==> src/rtl/if_fetch_unit_pkg.sv <==
// Shared fetch/decode definitions: fetch FSM encoding, default constants,
// the {pc, instr} pair type and primary opcodes used by decode.
package if_fetch_unit_pkg;

  typedef enum logic [1:0] {
    S_REQ  = 2'd0,
    S_WAIT = 2'd1,
    S_FULL = 2'd2
  } state_t;

  localparam logic [31:0] DEF_PC_STEP   = 32'd4;
  localparam logic [31:0] DEF_NOP_INSTR = 32'h0000_0000;

  localparam logic [5:0] OP_RTYPE = 6'd0;
  localparam logic [5:0] OP_J     = 6'd2;
  localparam logic [5:0] OP_JAL   = 6'd3;
  localparam logic [5:0] OP_BEQ   = 6'd4;
  localparam logic [5:0] OP_BNE   = 6'd5;
  localparam logic [5:0] OP_LW    = 6'd35;
  localparam logic [5:0] OP_SW    = 6'd43;

  typedef struct packed {
    logic [31:0] pc;
    logic [31:0] instr;
  } fetch_pair_t;

endpackage

==> src/rtl/if_fetch_unit_hold.sv <==
// One-entry skid register that parks a returned {pc, instr} while decode stalls.
module if_hold_buffer
  import if_fetch_unit_pkg::*;
(
  input  logic        clk,
  input  logic        rst,
  input  logic        load,
  input  logic        clear,
  input  fetch_pair_t din,
  output fetch_pair_t dout,
  output logic        full
);

  // clear wins so a redirect can never leave stale data parked
  always_ff @(posedge clk) begin
    if (rst || clear) begin
      full <= 1'b0;
      dout <= '0;
    end else if (load) begin
      full <= 1'b1;
      dout <= din;
    end
  end

endmodule

==> src/rtl/if_fetch_unit.sv <==
// Instruction fetch stage: owns the PC, keeps one imem read outstanding and
// presents a registered {fetch_pc, instr, instr_valid} to decode.
//
// Handshakes: a request transfers on a cycle where imem_req & imem_ready are
// both high; imem_req depends only on state, never on imem_ready. A response
// transfers on any cycle where imem_rvalid is high while in S_WAIT; there is
// no back-pressure on responses. Decode consumes the output pair on every edge
// where stall_i is low.
module if_fetch_unit
  import if_fetch_unit_pkg::*;
#(
  parameter logic [31:0] RESET_PC  = 32'h0000_0000,
  parameter logic [31:0] PC_STEP   = DEF_PC_STEP,
  parameter logic [31:0] NOP_INSTR = DEF_NOP_INSTR
) (
  input  logic        clk,
  input  logic        rst,
  input  logic        stall_i,
  input  logic        branch_taken_i,
  input  logic [31:0] branch_target_i,
  input  logic        jump_i,
  input  logic [31:0] jump_addr_i,
  output logic        imem_req,
  output logic [31:0] imem_addr,
  input  logic        imem_ready,
  input  logic        imem_rvalid,
  input  logic [31:0] imem_rdata,
  output logic [31:0] fetch_pc,
  output logic [31:0] instr,
  output logic        instr_valid,
  output state_t      dbg_state
);

  state_t      state;
  logic [31:0] pc;
  logic [31:0] req_pc;
  logic        drop;

  logic        redirect;
  logic [31:0] target;
  logic        wait_accept;
  logic        full_unload;
  logic        buf_load;
  logic        buf_clear;
  logic        buf_full;
  fetch_pair_t buf_q;
  fetch_pair_t buf_d;

  assign redirect  = branch_taken_i | jump_i;
  assign target    = branch_taken_i ? branch_target_i : jump_addr_i;
  assign imem_req  = (state == S_REQ);
  assign imem_addr = pc;
  assign dbg_state = state;

  // a response is kept only if nothing invalidated it while in flight
  assign wait_accept = (state == S_WAIT) & imem_rvalid & ~drop & ~redirect;
  assign full_unload = (state == S_FULL) & buf_full & ~redirect & ~stall_i;
  assign buf_load    = wait_accept & stall_i;
  assign buf_clear   = redirect | full_unload;
  assign buf_d       = '{pc: req_pc, instr: imem_rdata};

  if_hold_buffer u_hold (
    .clk   (clk),
    .rst   (rst),
    .load  (buf_load),
    .clear (buf_clear),
    .din   (buf_d),
    .dout  (buf_q),
    .full  (buf_full)
  );

  always_ff @(posedge clk) begin
    if (rst) begin
      state       <= S_REQ;
      pc          <= RESET_PC;
      req_pc      <= '0;
      drop        <= 1'b0;
      fetch_pc    <= '0;
      instr       <= NOP_INSTR;
      instr_valid <= 1'b0;
    end else begin
      // decode-facing registers; fetch_pc is left alone on bubbles
      if (redirect) begin
        instr       <= NOP_INSTR;
        instr_valid <= 1'b0;
      end else if (wait_accept && !stall_i) begin
        fetch_pc    <= req_pc;
        instr       <= imem_rdata;
        instr_valid <= 1'b1;
      end else if (full_unload) begin
        fetch_pc    <= buf_q.pc;
        instr       <= buf_q.instr;
        instr_valid <= 1'b1;
      end else if (!stall_i) begin
        instr       <= NOP_INSTR;
        instr_valid <= 1'b0;
      end

      if (redirect) begin
        pc <= target;
      end

      case (state)
        S_REQ: begin
          if (imem_ready) begin
            req_pc <= pc;
            state  <= S_WAIT;
            if (redirect) begin
              drop <= 1'b1;
            end else begin
              pc <= pc + PC_STEP;
            end
          end
        end
        S_WAIT: begin
          if (imem_rvalid) begin
            drop  <= 1'b0;
            state <= (drop || redirect || !stall_i) ? S_REQ : S_FULL;
          end else if (redirect) begin
            drop <= 1'b1;
          end
        end
        S_FULL: begin
          if (redirect || !stall_i) begin
            state <= S_REQ;
          end
        end
        default: state <= S_REQ;
      endcase
    end
  end

endmodule

==> config.mk <==
export PLATFORM = sky130hd
export DESIGN_NAME = if_fetch_unit
export DESIGN_NICKNAME = d
export VERILOG_FILES = /design/src/rtl/if_fetch_unit_pkg.sv /design/src/rtl/if_fetch_unit_hold.sv /design/src/rtl/if_fetch_unit.sv
export SDC_FILE = /design/constraint.sdc
export NUM_CORES = 1
export LEC_CHECK = 0
export BUFFER_PORTS_ARGS = -buffer_cell sky130_fd_sc_hd__buf_2
export CAP_MARGIN = 20
export CORE_ASPECT_RATIO = 0.8
export CORE_MARGIN = 5
export CORE_UTILIZATION = 53
export DETAILED_ROUTE_END_ITERATION = 8
export GPL_TIMING_DRIVEN = 1
export PLACE_DENSITY = 0.8
export SLEW_MARGIN = 0
export SYNTH_ARGS = -nofsm -noshare
export SYNTH_HDL_FRONTEND = slang
export SYNTH_SLANG_ARGS = --single-unit
export TNS_END_PERCENT = 30
==> constraint.sdc <==
create_clock -name clk -period 2.6 [get_ports clk]
set_input_delay 0.13 -clock clk [delete_from_list [all_inputs] [get_ports clk]]
set_output_delay 0.13 -clock clk [all_outputs]
set_load 0.02 [all_outputs]
==> results.md <==
- Post-CTS Setup Inserts: 0
- Die X: 148 µm
- Maxcap violations: 0
- Largest net degree at the start of global routing: 97
- CTS Buffer Depth: 2
- Synthesis-stage register bit count: 197
- Worst-path maximum fanout: 39
- Vias in the first global route: 7432
- Met3 GRT Util: 4.83%
- Max Slew Vio Count: 0
- CTS root buf: clkbuf_16
- Syn-to-layout area delta: 27.2%
- Nets@finish: 1298
- CP arrival: 2.68 ns
- Startpoint Class: flip-flop
- Async SR Flop Fraction: 0%
- Syn Inst Count: 983
- DIE AREA: 17700 µm²
- Number of I/O port buffers: 202
- Gr busiest metal: met2
- Count of final setup violators: 0
- Rows: 40
- Avg Inst Size Synth: 8.16 µm²
- Clock transition at the registers of the reported paths: 0.07 ns
- Met2 usage: 39.5%
- Boundary Pins: 203
- 1st-iter DRT viols: 922
- Fmax: 425 MHz
- Crit path launch: dbg_state[0]$_SDFFE_PP0P_
- Hold Violations, Final: 0
- Power, Total: 6.30 mW
- Clock sink count: 197
- Gr usage total: 26.2%
- Number of enable flip-flop cells after synthesis: 0
- FF-to-FF Start: dbg_state[0]$_SDFFE_PP0P_
- R2r endpoint: imem_addr[16]$_SDFF_PP0_
- CTS H-tree lvls: 4
- Antenna violations before repair: 0
- Layout cells sized above 1: 22.6%
- Setup TNS: 0 ns
- Max VDD drop: 0.000593 V
- Met1 GRT Util: 38.0%
- Reg2Reg Depth: 6
- Skew-Pair Late Insertion Delay: 0.43 ns
- Die height: 120 µm
- YS warnings: 0
- Routed Antenna Nets: 0
- Hpwl dp: 15300 µm
- First-pass GRT wire length: 38000 µm
- CTS buffer count: 17
- RSZ-0062 raised after global routing: false
- Worst setup path class: flip-flop to flip-flop
- Number of antenna diodes: 0
- Worst hold path type: input pin to flip-flop
- Critical Path Sink: imem_addr[16]$_SDFF_PP0_
- Wire per inst: 17.0 µm
- Reg2Reg Setup Slack: 0.25 ns
- Pwr dens: 618 nW/µm²
- Worst-margin pin slew: 1.03 ns
- Rel. slew slack: 31.4%
- Skew final: 0.00713 ns
- Detailed Routing Iterations Pass 1: 6
- Grt total ovfl: 0
- Starting Density: 53.8%
- Top_reg_cell synth: dfxtp_1
- Vias: 7951
- Mapped Area: 8020 µm²
- Status: complete, no violations
- CTS tree: yes
- Fin crit share: 90.5%
- Syn Nets: 1087
- Netlist cell types: 44
- CORE AREA: 14900 µm²
- CP required: 2.93 ns
- Sequential area share after synthesis: 49.2%
- Min cycle time layout: 2.35 ns
- Residual DRC: 0
- Via/cell ratio: 5.70
- Leakage: 3.99 nW
- Final wirelength: 23700 µm
- GP Congestion: 0.840
- Worst hold slack: 0.0110 ns
- CP Capture Type: flip-flop
-- synth_stat cells (11+ instances only) --
cell type    n  area [µm²]
a21oi_1    108         541
a221oi_1    27         236
a22oi_1     15         113
a311oi_1    33         289
clkbuf_1    67         251
dfxtp_1    197        3940
nand2_1    278        1040
nor2_1      53         199
nor2b_1     27         169
nor3_1      29         145
o22ai_1     24         150
xnor2_1     11        96.3
xor2_1      17         149
-- state kept, by name, summed over array words and instances (netlist names) --
register and flops:
u_hold.dout 64, fetch_pc 32, imem_addr 32, instr 32, req_pc 32, dbg_state 2, drop 1, instr_valid 1
u_hold.full 1
-- power by group --
| part | switching, mW | internal, mW |
|---|---|---|
| Combinational | 0.356 | 0.259 |
| Clock | 1.14 | 1.36 |
| Sequential | 0.0905 | 3.09 |
-- logic make-up (layout without fill, tap and decap cells) --
group / after synthesis / count (layout) / synth area share, %
adder cells (fa/ha/maj): 1 / 1 / 0.156
AO/OA/AOI/OAI: 230 / 230 / 19.0
flip-flops: 197 / 197 / 49.2
AND/OR/NAND/NOR: 437 / 437 / 24.0
multiplexers: 3 / 3 / 0.374
buffers and inverters: 87 / 310 / 4.23
XOR/XNOR: 28 / 28 / 3.06
-- timing repair --
item | in CTS | in global routing
hold buffers | 44 | 0
resized for setup | 0 | 0
endpoints found under the setup margin | 0 | 0
endpoints found under the hold margin | 47 | 0
-- critical path, stage by stage (launching register included) --
cell and delay, ns:
dfxtp_1 0.32, or3b_1 0.49, buf_4 0.31, nor4_1 0.60
and3_1 0.24, o21ai_0 0.07, a32o_1 0.22
-- how the worst min path moves through the flow --
stage,startpoint,endpoint,cells past startpoint
floorplan,imem_rvalid,dbg_state[0]$_SDFFE_PP0P_,1
global placement,branch_target_i[0],imem_addr[0]$_SDFFE_PP0P_,3
detailed placement,imem_rvalid,dbg_state[0]$_SDFFE_PP0P_,2
CTS,jump_addr_i[9],imem_addr[9]$_SDFF_PP0_,3
global route,jump_addr_i[9],imem_addr[9]$_SDFF_PP0_,3
finish,jump_addr_i[21],imem_addr[21]$_SDFF_PP0_,3
-- cells in the final DEF, fill, tap and decap left out, drive strengths merged, types with 5 or more instances in the layout --
master	n
nand2	278
buf	229
dfxtp	197
a21oi	108
nor2	53
dlygate4sd3	44
a311oi	33
nor3	29
a221oi	27
nor2b	27
o22ai	24
clkbuf	19
xor2	17
a22oi	15
xnor2	11
nand4	10
nand3	9
a211oi	8
clkinvlp	7
inv	7
and3	6
a222oi	6
nor4	5
-- cell type report --
| class | instances | area, µm² |
|---|---|---|
| Clock buffer | 19 | 453 |
| Sequential cell | 197 | 3940 |
| Fill cell | 1175 | 4710 |
| Multi-Input combinational cell | 699 | 3760 |
| Clock inverter | 12 | 106 |
| Tap cell | 189 | 236 |
| Inverter | 6 | 22.5 |
| Timing Repair Buffer | 273 | 1680 |
-- metrics by stage --
step	cell area [µm²]	setup WS (ns)	std cells	utilization, %
after floorplan	8020	0.455	983	-
after global placement	9200	0.338	1320	61.7
after detailed placement	9200	0.289	1320	61.7
after CTS	10200	0.275	1395	68.4
after global routing	10200	0.108	1395	68.4
final	10200	0.246	1395	68.4
-- per-layer routing --
layer  wire length (µm)  part of all wire, %
met1              10600                   45
met2              10700                   45
met3               1970                  8.3
met4                404                  1.7
met5                  0                    0
No activity file was read; power rests on OpenSTA's default activity.
